## config.mk

```make
export PLATFORM = sky130hd
export DESIGN_NAME = serial_responder
export DESIGN_NICKNAME = d
export VERILOG_FILES = /design/src/rtl/serial_responder.sv
export SDC_FILE = /design/constraint.sdc
export NUM_CORES = 1
export LEC_CHECK = 0
export ABC_AREA = 1
export ABC_CLOCK_PERIOD_IN_PS = 2600
export CAP_MARGIN = 20
export CORE_ASPECT_RATIO = 1.5
export CORE_UTILIZATION = 31
export CTS_CLUSTER_SIZE = 10
export DETAILED_ROUTE_END_ITERATION = 10
export PLACE_DENSITY = 0.56
export SLEW_MARGIN = 20
export SYNTH_ARGS = -nofsm -noshare
export SYNTH_HDL_FRONTEND = slang
export SYNTH_SLANG_ARGS = --single-unit
```

## constraint.sdc

```tcl
create_clock -name in_clk -period 2.6 [get_ports in_clk]
set_input_delay 0.39 -clock in_clk [delete_from_list [all_inputs] [get_ports in_clk]]
set_output_delay 0.39 -clock in_clk [all_outputs]
set_load 0.05 [all_outputs]
```

## src/rtl/serial_responder.sv

```systemverilog
// serial_responder: responder end of the 3-wire serial link.
// Samples the initiator's serial clock and data in the in_clk domain,
// deserialises received words onto out_parallel and serialises the word
// captured from in_parallel back out on out_serial.
//
// Optional feature: define SERIAL_RESP_TIMEOUT_EN to compile in the idle
// counter that aborts a partial word after TIMEOUT_CYCLES cycles of idle
// serial clock (pulsing out_frame_error). Without it out_frame_error is tied
// low and word alignment is only recovered by in_rst.
//
// Handshake: out_next_word is a 1-cycle pulse after in_parallel has been
// captured, so the producer may present the following word. out_word_valid
// is a 1-cycle pulse in the cycle out_parallel carries a new word. There is
// no back-pressure on either side.
module serial_responder #(
  parameter int   BITS                 = 8,
  parameter logic LOWBIT_FIRST         = 1'b1,
  parameter logic SERIAL_CLK_INACTIVE  = 1'b1,
  parameter logic SERIAL_DATA_INACTIVE = 1'b1,
  parameter int   SYNC_STAGES          = 2,
  parameter int   TIMEOUT_CYCLES       = 1024
) (
  input  logic            in_clk,
  input  logic            in_rst,
  input  logic            in_serial_clk,
  input  logic            in_serial,
  output logic            out_serial,
  input  logic [BITS-1:0] in_parallel,
  output logic            out_next_word,
  output logic [BITS-1:0] out_parallel,
  output logic            out_word_valid,
  output logic            out_busy,
  output logic            out_frame_error
);

  localparam int CW = $clog2(BITS) + 1;
  localparam int IW = (BITS > 1) ? $clog2(BITS) : 1;
  localparam logic [CW-1:0] LAST  = CW'(BITS - 1);
  localparam logic [IW-1:0] FIRST = LOWBIT_FIRST ? IW'(0) : IW'(BITS - 1);

  typedef enum logic [1:0] {
    ST_LOAD  = 2'd0,
    ST_IDLE  = 2'd1,
    ST_SHIFT = 2'd2
  } state_t;

  state_t                 state_q;
  logic [CW-1:0]          bit_ctr_q;
  logic [BITS-1:0]        tx_buf_q;
  logic [BITS-1:0]        rx_buf_q;
  logic [BITS-1:0]        rx_buf_d;
  logic                   out_serial_q;
  logic [BITS-1:0]        out_parallel_q;
  logic                   next_word_q;
  logic                   word_valid_q;

  logic [SYNC_STAGES-1:0] sclk_sync_q;
  logic [SYNC_STAGES-1:0] sdat_sync_q;
  logic                   sclk_prev_q;
  logic                   sdat_prev_q;
  logic                   sclk_now;
  logic                   launch_edge;
  logic                   sample_edge;

  // Map the shift count onto the buffer bit it addresses.
  function automatic logic [IW-1:0] bit_idx(input logic [CW-1:0] ctr);
    if (LOWBIT_FIRST) return IW'(ctr);
    else              return IW'(LAST - ctr);
  endfunction

  // Synchronise clock and data through identical chains so they stay aligned.
  always_ff @(posedge in_clk or posedge in_rst) begin
    if (in_rst) begin
      sclk_sync_q <= {SYNC_STAGES{SERIAL_CLK_INACTIVE}};
      sdat_sync_q <= '0;
      sclk_prev_q <= SERIAL_CLK_INACTIVE;
      sdat_prev_q <= 1'b0;
    end else begin
      sclk_sync_q <= {sclk_sync_q[SYNC_STAGES-2:0], in_serial_clk};
      sdat_sync_q <= {sdat_sync_q[SYNC_STAGES-2:0], in_serial};
      sclk_prev_q <= sclk_sync_q[SYNC_STAGES-1];
      sdat_prev_q <= sdat_sync_q[SYNC_STAGES-1];
    end
  end

  assign sclk_now    = sclk_sync_q[SYNC_STAGES-1];
  assign launch_edge = (sclk_prev_q == SERIAL_CLK_INACTIVE) && (sclk_now != SERIAL_CLK_INACTIVE);
  assign sample_edge = (sclk_prev_q != SERIAL_CLK_INACTIVE) && (sclk_now == SERIAL_CLK_INACTIVE);

  // Receive buffer with the bit arriving on this sample edge merged in.
  always_comb begin
    rx_buf_d = rx_buf_q;
    rx_buf_d[bit_idx(bit_ctr_q)] = sdat_prev_q;
  end

`ifdef SERIAL_RESP_TIMEOUT_EN
  localparam int TW = $clog2(TIMEOUT_CYCLES) + 1;
  localparam logic [TW-1:0] TLAST = TW'(TIMEOUT_CYCLES - 1);
  logic [TW-1:0] idle_ctr_q;
  logic          frame_error_q;
`endif

  // Main FSM: load tx word, wait for launch, shift bits both ways.
  always_ff @(posedge in_clk or posedge in_rst) begin
    if (in_rst) begin
      state_q        <= ST_LOAD;
      bit_ctr_q      <= '0;
      tx_buf_q       <= '0;
      rx_buf_q       <= '0;
      out_serial_q   <= SERIAL_DATA_INACTIVE;
      out_parallel_q <= '0;
      next_word_q    <= 1'b0;
      word_valid_q   <= 1'b0;
`ifdef SERIAL_RESP_TIMEOUT_EN
      idle_ctr_q     <= '0;
      frame_error_q  <= 1'b0;
`endif
    end else begin
      next_word_q  <= 1'b0;
      word_valid_q <= 1'b0;
`ifdef SERIAL_RESP_TIMEOUT_EN
      frame_error_q <= 1'b0;
      if ((state_q != ST_SHIFT) || launch_edge || sample_edge) begin
        idle_ctr_q <= '0;
      end else if (sclk_now == SERIAL_CLK_INACTIVE) begin
        idle_ctr_q <= idle_ctr_q + TW'(1);
      end
`endif
      case (state_q)
        ST_LOAD: begin
          tx_buf_q     <= in_parallel;
          next_word_q  <= 1'b1;
          bit_ctr_q    <= '0;
          out_serial_q <= in_parallel[FIRST];
          state_q      <= ST_IDLE;
        end
        ST_IDLE: begin
          out_serial_q <= tx_buf_q[FIRST];
          if (launch_edge) state_q <= ST_SHIFT;
        end
        ST_SHIFT: begin
          if (sample_edge) begin
            rx_buf_q <= rx_buf_d;
            if (bit_ctr_q == LAST) begin
              out_parallel_q <= rx_buf_d;
              word_valid_q   <= 1'b1;
              bit_ctr_q      <= '0;
              state_q        <= ST_LOAD;
            end else begin
              bit_ctr_q <= bit_ctr_q + CW'(1);
            end
          end else if (launch_edge && (bit_ctr_q != '0)) begin
            out_serial_q <= tx_buf_q[bit_idx(bit_ctr_q)];
          end
`ifdef SERIAL_RESP_TIMEOUT_EN
          else if (idle_ctr_q == TLAST) begin
            rx_buf_q      <= '0;
            frame_error_q <= 1'b1;
            bit_ctr_q     <= '0;
            state_q       <= ST_LOAD;
          end
`endif
        end
        default: state_q <= ST_LOAD;
      endcase
    end
  end

  assign out_serial     = out_serial_q;
  assign out_parallel   = out_parallel_q;
  assign out_next_word  = next_word_q;
  assign out_word_valid = word_valid_q;
  assign out_busy       = (state_q == ST_SHIFT);
`ifdef SERIAL_RESP_TIMEOUT_EN
  assign out_frame_error = frame_error_q;
`else
  assign out_frame_error = 1'b0;
`endif

endmodule

```

==> metrics, run 1 <==
Worst-Skew Late Latency 0.29 ns; Max-Cap Viols 0; Post-CTS Setup Inserts 0; crit path DAT 2.02 ns; worst path cell trace inv_1 > ha_1 > clkdlybuf4s50_1; final wirelength 3390 um; average vias per placed instance 4.47; Final Setup Violations 0; DRC Markers 0; Clock Tree Buf Depth 2; CTS tree built; Final Max Slew Viols 0; hpwl dp 2400 um; worst reg-to-reg path cell count 7; IO Pins 25; area grow syn2layout 20.4%; Worst setup EP type output port; grt total ovfl 0; via count 1372; worst vdd ir 0.438 mV; Syn Nets 230; PortBufs 23; Die Y 95.7 um; Rel. slew slack 0.659; hold buffer count at cts 0; DP Area 0.00210 mm2; slowest stage delay, CP 0.88 ns; H-tree levels 2; # nets final 256; Crit-path slowest cell clkdlybuf4s50_1; Unique masters post-synth 24; setup total negative slack 0 ns; syn avg cell area 8.60 um2; Worst Skew 0.00572 ns; Hold Crit Class flop to flop; PostCTS Resize Cnt 0; Min-Delay Endpoint sdat_prev_q; worst-path maximum fanout 8; row count 33; Final Cycle Share 0.925; Worst Tran Pin Value 0.510 ns; Synth Instances 211; core area 0.00553 mm2; Cells on Worst Hold Path 0; Fin. Hold Viols 0; Pre-Repair DR Iteration Count 4; Routed WL per cell 11.0 um; min-delay src sdat_sync_q[1]; fin area 0.00218 mm2; r2r setup slk 0.91 ns; Total Power 1.92 mW; outcome complete, no violations; Pleak 1.06 nW; CTS Buf Count 5; WP data required 2.21 ns; WHS 0.353 ns; Routed Antenna Nets 0; FMAX 416 MHz; mapped cell area 0.00181 mm2; width of the die 64.5 um; reg2reg start state_q[0]; Initial Util 0.328; gpl congestion 0.776; DIE AREA 0.00617 mm2; final critical-path required period 2.41 ns; Yosys warnings 0; CP Launch Point state_q[0]; share of cells above drive strength 1 0.0802; Startpoint Class flop; unrepaired setup endpoints after global routing false; Crit Path Class flop to output port; pre-CTS setup slack 0.515 ns; Antenna diodes 0; part of the Yosys area used for sequential elements 0.541; initial antenna violation count 0; Layout fillers 596; clk sinks 39; largest net degree at the start of global routing 40; clock slew at reported path FFs 0.07 ns; vias in the first global route 1356; GRT Overall Usage 0.132; Initial DRC Count 52; root buf cell clkbuf_8; global-route wire length before repair 6160 um; Pwr per Cell Area 880 mW/mm2; register bit count reported by yosys 39; Reg-to-Reg End out_parallel[1]; final worst slack 0.194 ns
## sequential cells by signal (all words and copies together), names as in the netlist
signal	cells
bit_ctr_q	4
out_parallel	8
out_next_word	1
sdat_sync_q	2
state_q	2
sclk_sync_q	2
sclk_prev_q	1
sdat_prev_q	1
out_word_valid	1
out_serial	1
rx_buf_q	8
tx_buf_q	8
## power by group
group / internal [mW] / switching [mW]
logic: 0.238 / 0.456
clock network: 0.208 / 0.202
registers: 0.745 / 0.0722
total: 1.19 / 0.730
## final cells by class
cell class                 instances  area (um2)  area share
clock buffer                       6        82.6      0.0378
clock inverter                     1        5.00     0.00229
inverter                          25        93.8      0.0430
multi-input combinational        141         689       0.316
sequential                        39         981       0.449
tap                               70        87.6      0.0401
timing repair buffer              25         245       0.112
## cell usage in the layout (no fill, tap or decap), drive strengths merged
master / instances
nand2: 73
dfrtp: 35
o21ai: 28
inv: 25
clkdlybuf4s50: 23
nor2: 11
nand3: 10
ha: 7
a21oi: 6
clkbuf: 6
dfstp: 4
buf: 2
a31oi: 1
nor4: 1
a21boi: 1
xor2: 1
o22ai: 1
conb: 1
clkinv: 1
## cell families (layout without fill, tap and decap cells)
| logic type | after synthesis | in the layout | share of synthesized area |
|---|---|---|---|
| AND/OR/NAND/NOR | 95 | 95 | 0.216 |
| flip-flops | 39 | 39 | 0.541 |
| AO/OA/AOI/OAI | 37 | 37 | 0.109 |
| buffers and inverters | 31 | 57 | 0.0793 |
| adder cells (fa/ha/maj) | 7 | 7 | 0.0483 |
| other | 1 | 1 | 0.00207 |
| XOR/XNOR | 1 | 1 | 0.00483 |
## worst max-delay path by stage
| stage | to | slack (ns) | cells past startpoint |
|---|---|---|---|
| 2_1_floorplan | out_parallel[0] | 0.74 | 8 |
| 3_3_place_gp | out_busy | 0.53 | 3 |
| 3_5_place_dp | out_busy | 0.51 | 3 |
| 4_1_cts | out_busy | 0.18 | 3 |
| 5_1_grt | out_busy | 0.08 | 3 |
| 6_report | out_busy | 0.19 | 3 |
## cells in the mapped netlist
master | n | area share
o21ai_1 | 2 | 0.0055
conb_1 | 1 | 0.0021
clkbuf_1 | 1 | 0.0021
buf_2 | 1 | 0.0028
o22ai_1 | 1 | 0.0035
inv_1 | 23 | 0.048
inv_2 | 2 | 0.0041
a21boi_0 | 1 | 0.0041
a21oi_1 | 6 | 0.017
dfstp_2 | 4 | 0.058
o21ai_2 | 2 | 0.0097
nand3_4 | 1 | 0.0097
a31oi_1 | 1 | 0.0035
xor2_1 | 1 | 0.0048
buf_4 | 1 | 0.0041
buf_6 | 3 | 0.019
o21ai_0 | 24 | 0.066
nand2_1 | 73 | 0.15
ha_1 | 7 | 0.048
nor2_1 | 10 | 0.021
nor4_1 | 1 | 0.0035
nor2_4 | 1 | 0.0062
nand3_1 | 9 | 0.025
dfrtp_1 | 35 | 0.48
## worst max-delay path: cells and delay by family (launching register included)
kind,cells,cell delay [ns]
adder cells (fa/ha/maj),1,0.33
buffers and inverters,2,0.98
flip-flops,1,0.43
## routing by layer
layer | wire length, um | vias to the layer above | track usage
met4 | 56 | 0 | 0.0667
met2 | 1750 | 27 | 0.224
li1 | - | 711 | -
met3 | 128 | 5 | 0.0379
met1 | 1450 | 629 | 0.152
met5 | 0 | - | 0
## per-stage QoR
stage	cells	utilization
global route	307	0.395
detailed placement	300	0.379
finish	307	0.395
floorplan	211	-
CTS	307	0.395
global placement	300	0.379
Power figures use the tool's default switching activity.
==> run 2, diff against run 1 <==
--- a/config.mk
+++ b/config.mk
@@ -9,6 +9,7 @@
 export ABC_CLOCK_PERIOD_IN_PS = 2600
 export CAP_MARGIN = 20
 export CORE_ASPECT_RATIO = 1.5
+export CORE_MARGIN = 3
 export CORE_UTILIZATION = 31
 export CTS_CLUSTER_SIZE = 10
 export DETAILED_ROUTE_END_ITERATION = 10
==> metrics, run 2 (synthesis results as in run 1) <==
grt total ovfl 0 (unchanged); Fin. Hold Viols 0 (unchanged); PortBufs 23 (unchanged); Post-CTS Setup Inserts 0 (unchanged); commonest cells after routing, fill and taps aside nand2_1, dfrtp_1, o21ai_0; Worst Skew 0.00683 ns (+0.00111 ns); Hold Crit Class flop to flop; Die Y 99.7 um (+4.2%); hold buffer count at cts 0 (unchanged); initial antenna violation count 0 (unchanged); H-tree levels 2 (unchanged); # nets final 256 (unchanged); global-route wire length before repair 6090 um (-1.1%); Layout fillers 598 (+0.34%); final wirelength 3470 um (+2.6%); Clock Tree Buf Depth 2 (unchanged); Worst Tran Pin Value 0.499 ns (-0.0101 ns); Worst setup EP type output port; DIE AREA 0.00683 mm2 (+11%); CTS tree built; Pleak 1.06 nW (-0.26%); Final Cycle Share 0.927 (+0.00171); Multi-input gate area 689 um2 (unchanged); clock slew at reported path FFs 0.08 ns (about the same); Pwr per Cell Area 881 mW/mm2 (+0.15%); clk sinks 39 (unchanged); Worst-Skew Late Latency 0.30 ns (about the same); commonest non-fill, non-tap cell in the layout nand2_1; row count 33 (unchanged); Routed WL per cell 11.3 um (+2.3%); share of cells above drive strength 1 0.0840 (+0.00386); Routed Antenna Nets 0 (unchanged); Max-Cap Viols 0 (unchanged); hpwl dp 2510 um (+4.7%); FMAX 415 MHz (-0.18%); WP data required 2.21 ns (about the same); vias in the first global route 1400 (+3.2%); WHS 0.354 ns (+0.00103 ns); setup total negative slack 0 ns (unchanged); outcome complete, no violations; Pre-Repair DR Iteration Count 3 (-1); area grow syn2layout 20.8%; average vias per placed instance 4.47 (about the same); via count 1376 (+0.29%); Initial DRC Count 34 (-35%); root buf cell clkbuf_8; PostCTS Resize Cnt 0 (unchanged); final critical-path required period 2.41 ns (+0.00445 ns); worst-path maximum fanout 8 (unchanged); worst vdd ir 0.386 mV (-12%); largest net degree at the start of global routing 40 (unchanged); Startpoint Class flop; crit path DAT 2.02 ns (about the same); Antenna diodes 0 (unchanged); gpl congestion 0.803 (+3.5%); GRT Overall Usage 0.120 (-0.0126); IO Pins 25 (unchanged); unrepaired setup endpoints after global routing false; DRC Markers 0 (unchanged); Initial Util 0.325 (-0.00243); register area 981 um2 (unchanged); Final Setup Violations 0 (unchanged); core area 0.00557 mm2 (+0.75%); Rel. slew slack 0.666 (+0.00676); Crit Path Class flop to output port; width of the die 68.5 um (+6.2%); Final Max Slew Viols 0 (unchanged); CTS Buf Count 5 (unchanged)
## run 2: per-layer routing
layer	vias to the layer above	GRT usage	share of wire
met3	7	0.0339	0.035
li1	715	-	-
met1	633	0.138	0.45
met5	-	0	0
met2	21	0.197	0.49
met4	0	0.0597	0.024
## run 2: stage by stage
step                std cells  setup WS (ns)  power [mW]  instance area (um2)  utilization
floorplan                 211          0.736        1.36                 1810            -
global placement          300          0.531        1.52                 2100        0.376
detailed placement        300          0.507        1.54                 2100        0.376
CTS                       308          0.157        1.97                 2190        0.393
global route              308         0.0616        2.11                 2190        0.393
finish                    308          0.190        1.93                 2190        0.393
## run 2: final cells by class
class                      count  area share
tap                           70      0.0400
clock inverter                 3      0.0114
clock buffer                   5      0.0314
sequential                    39       0.448
inverter                      25      0.0428
timing repair buffer          25       0.112
multi-input combinational    141       0.315
## run 2: where the power goes
group,leakage [nW],total (mW),internal [mW],switching (mW)
Combinational,0.512,0.690,0.235,0.455
Clock,0.0443,0.425,0.192,0.233
Sequential,0.502,0.815,0.745,0.0705
## run 2: worst paths after layout
kind | slack [ns] | depth (start not counted) | endpoint | start
worst max-delay path | 0.19 | 3 | out_busy | state_q[0]
worst min-delay path | 0.35 | 0 | sdat_prev_q | sdat_sync_q[1]
worst max register to register | 0.89 | 7 | out_parallel[1] | state_q[0]
worst min register to register | 0.35 | 0 | sdat_prev_q | sdat_sync_q[1]
max in group asynchronous | 1.72 | 3 | sclk_sync_q[0] | in_rst
min in group asynchronous | 0.50 | 3 | sdat_sync_q[0] | in_rst
## run 2: critical path: stages (launching register included)
cell             delay, ns
dfrtp_1               0.43
inv_1                 0.10
ha_1                  0.33
clkdlybuf4s50_1       0.86
